==> src/rtl/updown_counter_mod.sv <==
// Parametrised up/down counter with run-time modulus (0..limit), parallel load,
// count enable and wrap/saturate boundary behaviour with registered ovf/unf pulses.
module updown_counter_mod #(
    parameter int WIDTH     = 8,
    parameter int SATURATE  = 0,
    parameter int RESET_VAL = 0
) (
    input  logic             clk,
    input  logic             reset,
    input  logic             en,
    input  logic             ud,
    input  logic             load,
    input  logic [WIDTH-1:0] load_val,
    input  logic [WIDTH-1:0] limit,
    output logic [WIDTH-1:0] out,
    output logic             ovf,
    output logic             unf,
    output logic             at_max,
    output logic             at_zero
);

    localparam logic [WIDTH-1:0] RESET_VAL_W = WIDTH'(RESET_VAL);
    localparam logic             SAT_MODE    = (SATURATE != 0);

    logic [WIDTH-1:0] out_q, out_d;
    logic             ovf_q, ovf_d;
    logic             unf_q, unf_d;

    // Flags default low so they last exactly one cycle after the offending step.
    always_comb begin
        out_d = out_q;
        ovf_d = 1'b0;
        unf_d = 1'b0;
        if (load) begin
            out_d = (load_val > limit) ? limit : load_val;
        end else if (en) begin
            if (!ud) begin
                if (out_q < limit) begin
                    out_d = out_q + 1'b1;
                end else begin
                    ovf_d = 1'b1;
                    out_d = SAT_MODE ? limit : '0;
                end
            end else begin
                if (out_q > limit) begin
                    // Count sits above a lowered limit: re-enter the range, not an underflow.
                    out_d = limit;
                end else if (out_q != '0) begin
                    out_d = out_q - 1'b1;
                end else begin
                    unf_d = 1'b1;
                    out_d = SAT_MODE ? '0 : limit;
                end
            end
        end
    end

    always_ff @(posedge clk) begin
        if (reset) begin
            out_q <= RESET_VAL_W;
            ovf_q <= 1'b0;
            unf_q <= 1'b0;
        end else begin
            out_q <= out_d;
            ovf_q <= ovf_d;
            unf_q <= unf_d;
        end
    end

    assign out     = out_q;
    assign ovf     = ovf_q;
    assign unf     = unf_q;
    assign at_max  = (out_q >= limit);
    assign at_zero = (out_q == '0);

endmodule

==> config.mk <==
export PLATFORM = sky130hd
export DESIGN_NAME = updown_counter_mod
export DESIGN_NICKNAME = d
export VERILOG_FILES = /design/src/rtl/updown_counter_mod.sv
export SDC_FILE = /design/constraint.sdc
export NUM_CORES = 1
export LEC_CHECK = 0
export CAP_MARGIN = 20
export CELL_PAD_IN_SITES_DETAIL_PLACEMENT = 0
export CELL_PAD_IN_SITES_GLOBAL_PLACEMENT = 1
export CORE_AREA = 2 2 58 60
export CTS_CLUSTER_DIAMETER = 120
export CTS_CLUSTER_SIZE = 40
export DETAILED_ROUTE_END_ITERATION = 8
export DIE_AREA = 0 0 60 62
export DONT_BUFFER_PORTS = 1
export PLACE_DENSITY_LB_ADDON = 0.1
export SLEW_MARGIN = 20
export SYNTH_ARGS = -nofsm -noshare
export SYNTH_HDL_FRONTEND = slang
export SYNTH_SLANG_ARGS = --single-unit
==> constraint.sdc <==
create_clock -name clk -period 2.49 [get_ports clk]
set_input_delay 0.3735 -clock clk [delete_from_list [all_inputs] [get_ports clk]]
set_output_delay 0.3735 -clock clk [all_outputs]
set_load 0.1 [all_outputs]
* After elaboration in Yosys (flattened, before gate mapping) *
Cells that the tools add are included.

word-level totals
  flip-flop bits (word level) = 10
  input bits = 21
  output and inout bits = 12
  word-level logic and storage cells = 25

cells by class
  add/subtract/negate cells = 2
  magnitude comparators = 4
  multiplexer cells = 9
  bitwise operators = 2
  reduce and logical (&&, ||, !) cells = 5

operators by type and width
  cell                 number
  $mux 8               7
  $gt 8x8->1           2
  $add 8x1->8 const B  1
  $ge 8x8->1           1
  $logic_not 8->1      1
  $lt 8x8->1           1
  $reduce_bool 8->1    1
  $sub 8x1->8 const B  1
  $reduce_or 5->1      1
  $reduce_or 4->1      1
  $mux 1               2
  $not 1->1            2
  $reduce_bool 2->1    1

* Logic depth before layout (Yosys ltp) *
  depth in word-level cells = 6
  mapped depth = 10
  gate-level depth less buffers = 9

* Least setup slack after synthesis *
OpenSTA, ideal clock, no wires.

  kind = reg-to-output
  from = reg out_q[0] (netlist: out[0])
  to = out at_max
  arrival = 2695 ps
  required time = 2117 ps
  slack = -579 ps
  cell stages (with the launch flop) = 8
  path buffers = 0
  path through = dfxtp_1 -> inv_1 -> ha_1 -> nor2b_1 -> o211ai_1 -> a21o_1 -> and2_1 -> nand2_1

on the way
  longest elaborated chain between the ends = 1

RTL lines
  item                      RTL line  source
  start: declaration        25        logic [WIDTH-1:0] out_q, out_d;
  start signal: assignment  64        out_q <= out_d;
  $ge 8x8->1                73        assign at_max = (out_q >= limit);
  end: declaration          18        output logic at_max,

Every way passes these cells.

* Worst setup path in the final report *
  from = reg out_q[1] (netlist: out[1])
  to = out at_max

The elaborated chain is that of the path after synthesis.

==> out/results.txt <==
In this run, the number of DRC markers left after iteration 0 of detailed routing was 106. The maximum level of the CTS H-tree was 1. sky130_fd_sc_hd__ha_1 is the most common cell in the netlist. Cells with a size suffix above 1 make up 18.95% of the layout. The worst setup path is captured at an output pin.

In the post-synthesis netlist, the biggest area contributors are sky130_fd_sc_hd__ha_1, sky130_fd_sc_hd__dfxtp_1, sky130_fd_sc_hd__a21oi_1, sky130_fd_sc_hd__mux2i_1, sky130_fd_sc_hd__nand2_1. The longest individual stage delay on the worst path works out to 0.36 ns. Power spread over the standard cell area amounts to 547.8 mW/mm2.

After synthesis, the largest area contributor takes up 17.50% of total cell area. The wire-length estimate of the detail-placed layout is 3366 um. The average cell area after synthesis came out at 7.591 um2. The cell with the largest stage delay on the worst path is sky130_fd_sc_hd__dfxtp_2.

The worst-case IR drop observed on VDD is 0.2544 mV. The type of the worst min-delay path is in -> reg. In this run the deepest clock path goes through 2 buffers.

The logs give 0 for the setup-violating endpoint count in the final report and 45 for the distinct cell type count after synthesis. The first global-routing pass estimated 6603 um of wire. The die outline height is 62 um.

The final critical path takes up 94.50% of the cycle. The sum of negative setup slack is 0 ns. STA classifies the critical path startpoint as a flip-flop. The number of hold buffers added after CTS was 0. The clock slew seen by the registers of the worst setup and hold paths is 0.08 ns. Setup repair after global routing left no endpoint under its margin. Sorting the synthesized cells by how often they occur yields sky130_fd_sc_hd__ha_1, sky130_fd_sc_hd__a21oi_1, sky130_fd_sc_hd__nand2_1. Static power due to leakage: 0.7076 nW. Wires add up to 4051 um. At the end of the flow, the number of nets in the layout was 231.

The initialized floorplan defines 21 standard-cell rows. Area of the placeable core: 0.003179 mm2. For this configuration, the core starts out at a cell density of 42.74%. The die is 60 um wide.

For the total vias in the final route, the log shows 1392. Traced cell by cell, the critical path runs through ha_1, nor2b_1, o211ai_1, a21o_1, and2_1, nand2_2, buf_12. TritonCTS built the clock tree. The slew of the pin with the lowest slew margin was 0.3743 ns.

The run gives 0 as the number of inserted diodes. The number of antenna violations at the first check in global routing is 0, and the number of instances resized during post-cts repair is 0. The share of async-settable or async-resettable flops after synthesis was 0%. 33 I/O pins were placed. During placement, the flow inserted port buffers numbering 0. The die covers 0.003720 mm2.

The synthesized design contains 0 enable-type register cells. The logs give 0.28 ns for the clock network latency to the later pin of the worst-skew pair and 0 for the final global-route overflow total. For this run, design rule violations remaining after detail routing come to 0.

The run finished with clean final reports. The count of state elements after synthesis was 10. The most used flip-flop cell after synthesis is sky130_fd_sc_hd__dfxtp_1.

The logs give 10 for the clock sink count and 0.4250 GHz for the peak clock frequency supported by timing. Of all cell types, the one taking the most synthesized area is sky130_fd_sc_hd__ha_1. Path type of the worst setup path: reg -> out. The logs give 0 for the max-slew violation count and 14.73% for the register area share after synthesis. The number of setup buffers added after CTS is 0. Hold timing on the final database bottoms out at a slack of 0.1718 ns. The worst path in the final design needs a cycle of 2.353 ns, including I/O delays and setup. The area of the mapped netlist is 0.001359 mm2, and the pin count of the biggest net entering global routing is 12. The first detailed-routing pass took 4 iterations.

Headroom to the max-slew limit came out at 74.79%. The average detailed-routed wire length per instance is 17.17 um. For the worst setup path, the data arrival time is 1.98 ns.

Via-per-instance ratio: 5.898. Via count of the first global-routing pass: 1429. The relative area change from synthesis to final layout works out to 14.00%. The number of antenna-violating nets in the routed design was 0.

At the end of routability-driven placement, the weighted congestion stood at 0.8336. The final worst clock skew is 0.004446 ns. The root cell of the clock tree was sky130_fd_sc_hd__clkbuf_4. Synthesis produced a netlist with a net count of 219. The tools report the Yosys warning count as 0.

The critical-path maximum fanout is 5, and the total routing resource utilization after global routing is 23.95%. The clock buffer count from CTS was 3. Cell count after synthesis: 179. The number of max-cap violations is 0, and the final number of hold-violating endpoints is 0. Critical path required time: 2.12 ns.
==> area by class of cell <==
cell class                 count  area (um2)
clock buffer                   4       36.28
fill                         329        1630
inverter                      16       62.56
multi-input combinational    147        1070
sequential                    10       212.7
tap                           46       57.56
timing repair buffer          13       110.1
==> state kept, by name (all words and copies together) (netlist names) <==
signal and flops:
out 8, ovf 1, unf 1
==> stage by stage <==
stage               cell area (um2)  worst slack [ns]  utilization (%)  total power, W  instances
finish                         1549            0.1370            48.72       0.0008486        236
global route                   1549          0.001902            48.72       0.0009055        236
CTS                            1549            0.1336            48.72       0.0008491        236
detailed placement             1513           0.08347            47.58       0.0006908        232
global placement               1513           0.09487            47.58       0.0006866        232
floorplan                      1376           0.08269                -       0.0005892        179
==> worst max-delay path: cells and delay by family, from the launching register on <==
family / cells / cell delay [ns]
compound gates: 2 / 0.44
buf+inv: 1 / 0.17
fa+ha+maj: 1 / 0.30
flops: 1 / 0.36
simple gates: 3 / 0.44
==> routing by layer <==
metal	routed length [um]	up-vias	GRT usage, %
met1	1730	645	29.69
met4	61	0	6.349
met3	308	6	6.418
li1	-	684	-
met2	1950	57	41.15
met5	0	-	0
==> placed cells by master (no fill, tap or decap), types with 5 or more instances in the layout <==
master and instances:
sky130_fd_sc_hd__dfxtp_2 7, sky130_fd_sc_hd__buf_4 12, sky130_fd_sc_hd__o21ai_0 5, sky130_fd_sc_hd__nand3_1 5
sky130_fd_sc_hd__ha_1 19, sky130_fd_sc_hd__nand4_1 5, sky130_fd_sc_hd__nor3_1 5, sky130_fd_sc_hd__nor2_1 12
sky130_fd_sc_hd__mux2i_1 7, sky130_fd_sc_hd__a21oi_1 16, sky130_fd_sc_hd__inv_1 15, sky130_fd_sc_hd__nand2_1 15
==> cells by family after synthesis <==
| family | share of synthesized area (%) |
|---|---|
| AND/OR/NAND/NOR | 26.06 |
| AO/OA/AOI/OAI | 25.97 |
| buffers and inverters | 6.721 |
| adder cells (fa/ha/maj) | 17.50 |
| flip-flops | 14.73 |
| multiplexers | 5.157 |
| XOR/XNOR | 3.868 |
==> power by group <==
| group | internal [W] | switching (W) |
|---|---|---|
| Sequential | 0.000177 | 0.0000177 |
| Clock | 0.0000890 | 0.0000711 |
| Combinational | 0.000159 | 0.000335 |
==> final timing paths <==
kind | from | to | slack [ns] | depth (start not counted)
setup / recovery | out[1] | at_max | 0.14 | 7
hold reg to reg | out[1] | out[1] | 0.65 | 2
hold / removal | ud | ovf | 0.17 | 1
setup reg to reg | out[7] | out[1] | 0.17 | 8
Note: power is estimated with default switching activity, not from simulation.
